### src/rtl/busca_instrucao.sv
// Instruction-fetch stage: owns the PC, captures the zero-latency memory word
// into an IF/ID register and hands it to the decoder with valid/ready.
module busca_instrucao #(
  parameter int unsigned TAMANHO_MEM = 64,
  parameter logic [63:0] PC_RESET    = 64'd0
) (
  input  logic        clk,
  input  logic        rst_n,
  output logic [63:0] pc,
  input  logic [31:0] instrucao_in,
  input  logic        id_ready,
  output logic        if_valid,
  output logic [31:0] if_instrucao,
  output logic [63:0] if_pc,
  input  logic        redirect,
  input  logic [63:0] redirect_alvo,
  output logic        fora_limite,
  output logic [31:0] cont_busca
);

  logic [63:0] pc_q;
  logic        valid_q;
  logic [31:0] instr_q;
  logic [63:0] ifpc_q;
  logic        fora_q;
  logic [31:0] cont_q;

  logic em_faixa;
  logic slot_livre;
  logic aceita;
  logic dispara;
  logic sai_limite;

  assign em_faixa   = (pc_q < 64'(TAMANHO_MEM));
  assign slot_livre = !valid_q || id_ready;
  assign aceita     = valid_q && id_ready;
  assign dispara    = !redirect && !fora_q && em_faixa && slot_livre;
  // Halt only once the held instruction (if any) has been handed over.
  assign sai_limite = !redirect && !fora_q && !em_faixa && slot_livre;

  always_ff @(posedge clk or negedge rst_n) begin
    if (!rst_n) begin
      pc_q    <= PC_RESET;
      valid_q <= 1'b0;
      instr_q <= 32'd0;
      ifpc_q  <= 64'd0;
      fora_q  <= 1'b0;
      cont_q  <= 32'd0;
    end else if (redirect) begin
      pc_q    <= redirect_alvo;
      valid_q <= 1'b0;
      fora_q  <= 1'b0;
    end else if (dispara) begin
      instr_q <= instrucao_in;
      ifpc_q  <= pc_q;
      valid_q <= 1'b1;
      pc_q    <= pc_q + 64'd1;
      if (cont_q != 32'hFFFF_FFFF) begin
        cont_q <= cont_q + 32'd1;
      end
    end else if (sai_limite) begin
      fora_q <= 1'b1;
      if (aceita) begin
        valid_q <= 1'b0;
      end
    end else if (aceita) begin
      valid_q <= 1'b0;
    end
  end

  assign pc           = pc_q;
  assign if_valid     = valid_q;
  assign if_instrucao = instr_q;
  assign if_pc        = ifpc_q;
  assign fora_limite  = fora_q;
  assign cont_busca   = cont_q;

endmodule

### config.mk
export PLATFORM = sky130hd
export DESIGN_NAME = busca_instrucao
export DESIGN_NICKNAME = d
export VERILOG_FILES = /design/src/rtl/busca_instrucao.sv
export SDC_FILE = /design/constraint.sdc
export NUM_CORES = 1
export LEC_CHECK = 0
export ABC_AREA = 0
export CORE_MARGIN = 4
export CORE_UTILIZATION = 25
export DETAILED_ROUTE_END_ITERATION = 7
export GPL_ROUTABILITY_DRIVEN = 0
export SETUP_SLACK_MARGIN = 0.3
export SLEW_MARGIN = 0
export SYNTH_ARGS = -nofsm -noshare
export SYNTH_HDL_FRONTEND = slang
export SYNTH_SLANG_ARGS = --single-unit
### constraint.sdc
create_clock -name clk -period 2.7 [get_ports clk]
set_input_delay 0.54 -clock clk [delete_from_list [all_inputs] [get_ports clk]]
set_output_delay 0.54 -clock clk [all_outputs]
set_load 0.02 [all_outputs]
After elaboration in Yosys (flattened, before gate mapping)
Cells that the tools add are included.

storage, ports and cells
  output and inout port bits = 194
  logic and storage cells = 37
  bits in registers = 194
  input port bits = 100

cells by class
  multiplexer cells = 8
  reduce and logical (&&, ||, !) cells = 17
  add/sub/neg operators = 2
  $lt $le $gt $ge = 1
  bitwise operators = 1
  equal/unequal tests = 2

operator list
  kind                   count
  $mux 64                2
  $add 64x1->64 const B  1
  $lt 64x7->1 const B    1
  $add 32x1->32 const B  1
  $ne 32x32->1 const B   1
  $logic_and 1x1->1      6
  $mux 1                 6
  $logic_not 1->1        4
  $reduce_and 2->1       2
  $reduce_bool 2->1      2
  $reduce_and 3->1       1
  $reduce_bool 3->1      1
  $ne 2x2->1 const B     1
  $logic_or 1x1->1       1
  $not 1->1              1

Longest topological paths before layout
Gate-level depths: netlist of the first run.

  depth in word-level cells = 7
  gate-level depth with buffers = 9
  mapped depth without buffers = 6

Worst setup path after synthesis of the first run
No wires, ideal clock.

  path type = register -> register
  start point = register pc_q[13], in the netlist pc[13]
  end point = register cont_q[31], in the netlist cont_busca[31]
  clock period less this slack = 2.181 ns
  setup time = 0.130 ns
  stages on the path, launching flop included = 7
  data required time = 2.570 ns
  arrival time = 2.051 ns
  setup slack = 0.519 ns
  path buffers = 0
  path through = dfrtp_1 -> nor4_1 -> nand4_1 -> nor4_4 -> nand2_2 -> or4_1 -> xnor2_1

between the ends
  cells in the longest elaborated chain, start to end = 4

ends and longest elaborated chain
  what                               line  text
  from (decl)                        21    logic [63:0] pc_q;
  from (signal assigned)             50    pc_q <= redirect_alvo;
  from (signal assigned)             57    pc_q <= pc_q + 64'd1;
  $lt 64x7->1                        34    assign em_faixa = (pc_q < 64'(TAMANHO_MEM));
  $logic_and 1x1->1 (2 in a row)     37    assign dispara = !redirect && !fora_q && em_faixa && slot_livre;
  $reduce_and 3->1 (no source line)  --
  to (signal assigned)               59    cont_q <= cont_q + 32'd1;
  to (decl)                          26    logic [31:0] cont_q;

Every way passes these cells.
A chain may end at the register's enable or synchronous reset.

Worst setup path in the final report of the first run
  start point = register pc_q[36], in the netlist pc[36]
  end point = register cont_q[31], in the netlist cont_busca[31]

Same word-level chain as after synthesis.

==> results of run 1 <==
[what timing repair did]
item                                    in CTS  in global routing
pin swaps                                    4                 16
hold buffers                                 1                  0
buffers inserted                            12                  8
cloned                                       3                  0
endpoints found under the setup margin     133                131
endpoints found under the hold margin       13                  0
gates resized for setup                     20                 27
[worst paths after layout]
path	from	to	cells past startpoint
min reg2reg	if_pc[1]	if_pc[1]	2
min in group asynchronous	rst_n	cont_busca[16]	2
min	if_pc[1]	if_pc[1]	2
max in group asynchronous	rst_n	if_pc[27]	3
max	pc[36]	cont_busca[31]	7
max reg2reg	pc[36]	cont_busca[31]	7
[registers in the layout, summed over array words and instances (netlist names)]
signal        flops
cont_busca       32
fora_limite       1
if_instrucao     32
if_pc            64
if_valid          1
pc               64
[final cells by class]
class	count	share of cell area, %
clock buffers	18	3.60
inverters	6	0.184
repair buffers	335	27.7
clock inverters	14	1.19
diodes	1	0.0205
well taps	390	4.00
multi-input cells	398	23.5
flip-flops and latches	194	39.8
[metal layers]
metal | vias to the layer above | GRT usage [%] | routed length, µm | share of wire (%)
li1 | 2772 | - | - | -
met2 | 197 | 21.6 | 10900 | 46
met1 | 2902 | 18.0 | 10100 | 43
met5 | - | 0 | 13 | 0.055
met3 | 21 | 5.87 | 2170 | 9.2
met4 | 2 | 3.61 | 342 | 1.5
[placed cells by master (no fill, tap or decap), types with 3 or more instances in the layout]
| cell type | n |
|---|---|
| nor4_2 | 7 |
| nor3_2 | 12 |
| nor4_4 | 11 |
| nor4_1 | 9 |
| dfrtp_1 | 193 |
| clkinv_4 | 4 |
| mux2_2 | 60 |
| clkinvlp_4 | 3 |
| xnor2_1 | 7 |
| buf_4 | 23 |
| nor3b_1 | 4 |
| clkdlybuf4s50_1 | 291 |
| nor3_1 | 6 |
| nand4_1 | 10 |
| mux2i_1 | 3 |
| clkbuf_16 | 17 |
| buf_12 | 4 |
| nand3_1 | 17 |
| nor2_1 | 14 |
| nand2_1 | 125 |
| and2_1 | 59 |
| a221o_1 | 5 |
| inv_1 | 6 |
| buf_6 | 12 |
| and4_1 | 3 |
| inv_6 | 4 |
| xor2_1 | 22 |
[synthesized netlist by cell type (2+ instances only)]
cell / instances / area, µm²
mux2i_1: 3 / 30.0
inv_1: 6 / 22.5
nor2_1: 14 / 52.6
xnor2_1: 7 / 61.3
nand2b_1: 2 / 12.5
nor3_1: 11 / 55.1
nand4_1: 10 / 62.6
and2_1: 60 / 375
buf_2: 6 / 30.0
nand3_1: 18 / 90.1
dfrtp_1: 194 / 4850
ha_1: 2 / 25.0
xor2_1: 22 / 193
nand2_1: 125 / 469
mux2_2: 60 / 676
nor4_1: 16 / 100
nor4_2: 10 / 125
buf_1: 2 / 7.51
and3_1: 2 / 12.5
nor3_2: 7 / 70.1
buf_4: 2 / 15.0
clkbuf_1: 17 / 63.8
buf_6: 2 / 22.5
o21ai_0: 2 / 10.0
a221o_1: 5 / 50.1
and4_1: 3 / 26.3
nor3b_1: 4 / 30.0
[cell families after synthesis]
group / after synthesis
and+or+nand+nor: 291
DFF: 194
muxes: 63
buffers and inverters: 35
xor gates and xnor gates: 29
AOI/OAI and AO/OA: 12
adders and majority gates: 2
[power groups by stage]
stage / registers, mW / logic, mW / clock network (mW)
after floorplan: 3.25 / 0.131 / 0
after global placement: 3.14 / 0.710 / 0
after detailed placement: 3.15 / 0.710 / 0
after CTS: 3.09 / 0.720 / 2.69
after global routing: 3.12 / 0.760 / 2.80
final: 3.10 / 0.713 / 2.58
[through the flow]
step	area, µm²	instances
2_1_floorplan	7690	626
3_3_place_gp	11100	1299
3_5_place_dp	11100	1299
4_1_cts	12000	1347
5_1_grt	12200	1356
6_report	12200	1356
[worst max-delay path, cell delays in order (launching register included)]
cell and delay, ns:
dfrtp_1 0.43, nor4_4 0.30, nand4_1 0.23, nor4_4 0.31, buf_6 0.18, nand2_8 0.11, or4_4 0.57, xnor2_1 0.14
==> impl_metrics.tcl, run 1 <==
set metrics [dict create \
    status "complete, no violations" \
    period_needed_ns 2.38 \
    setup_ws_ns 0.321 \
    crit_fanout 6 \
    ys_types 41 \
    grt_pass1_wl_um 36700 \
    cts-buffers-inserted 17 \
    period_share_pct 88.1 \
    finalHoldViolCount 0 \
    rsz0062_at_grt "yes" \
    ios 294 \
    worst_pin_slew_ns 0.919 \
    rrSetupSlack_ns 0.32 \
    synthSimpleGateAreaFrac_pct 20.6 \
    die_y_um 183 \
    power_density_nw_per_um2 523 \
    syn_inst 626 \
    grt-ovfl-total 0 \
    ys_async_sr_fraction_pct 100 \
    ys.flop_type "dfrtp_1" \
    wl_um 23500 \
    cts.htree.levels 4 \
    yosysSeqAreaShare_pct 63.2 \
    grt_pass1_vias 6121 \
    hold_class "reg2reg" \
    rows 63 \
    synthAdderAreaFrac_pct 0.326 \
    start_util_pct 25.7 \
    cp.required_ns 3.02 \
    synth_edf_count 0 \
    clock_skew_ns 0.0165 \
    final-seq-area_um2 4860 \
    drtIter0Drc 296 \
    cts.sinks 194 \
    die-area_um2 33600 \
    synthXorXnorAreaFrac_pct 3.30 \
    synthMuxAreaShare_pct 9.18 \
    remaining_drc_errors 0 \
    swShare_pct 26.0 \
    insertion_delay_ns 0.44 \
    ys_seq_elements 194 \
    synth_top_family_by_area "simple AND/OR/NAND/NOR gates" \
    synth_compound_area_share_pct 1.30 \
    vias 5894 \
    clk_path_buf_depth 2 \
    maxSlewViolCount 0 \
    core_area_um2 30000 \
    hpwl_um 16700 \
    clkTransAtPathRegs_ns 0.09 \
    grt_max_degree 88 \
    ir_drop_mv 0.300 \
    vias_per_cell 4.35 \
    critPathArrivalTime_ns 2.70 \
    power.share.clock_pct 40.3 \
    synth_area_um2 7690 \
    groute.usage.overall_pct 13.9 \
    path_class "reg2reg" \
    antenna_left 0 \
    power_leakage_nw 5.39 \
    p_seq_share_pct 48.5 \
    hold_ws_ns 0.475 \
    syn_area_per_cell_um2 12.3 \
    post-place-ws_ns 0.0520 \
    wl_per_cell_um 17.4 \
    io_buffers 293 \
    cts_tree "built" \
    area_growth_pct 58.8 \
    final_nets 1054 \
    slew_headroom_pct 38.8 \
    final_util_pct 40.8 \
    drive_gt1_share_pct 18.2 \
    die_w_um 183 \
    first_pass_iters 4 \
    n_fill_cell 2907 \
    setup_violations 0 \
    yosys_warnings 0 \
    drv_cap 0 \
    multi_input_area_um2 2870 \
    share_comb_of_total_power_pct 11.2 \
    p_total_mw 6.39 \
    fmax_mhz 420 \
    power_switching_mw 1.66 \
    cts-root-buf "clkbuf_16" \
    p_int_mw 4.73 \
    cp-start-kind "flop" \
    critPathCaptureType "flop" \
    syn_nets 728 \
    antenna_found_initial 2 \
    finalSetupTns_ns 0 \
]
Power figures use the tool's default switching activity.
==> run 2: changes to the inputs <==
Settings changed: GPL_ROUTABILITY_DRIVEN 0 to unset.
==> results of run 2 <==
Final layout, timing and power as in run 1 (identical DEF).
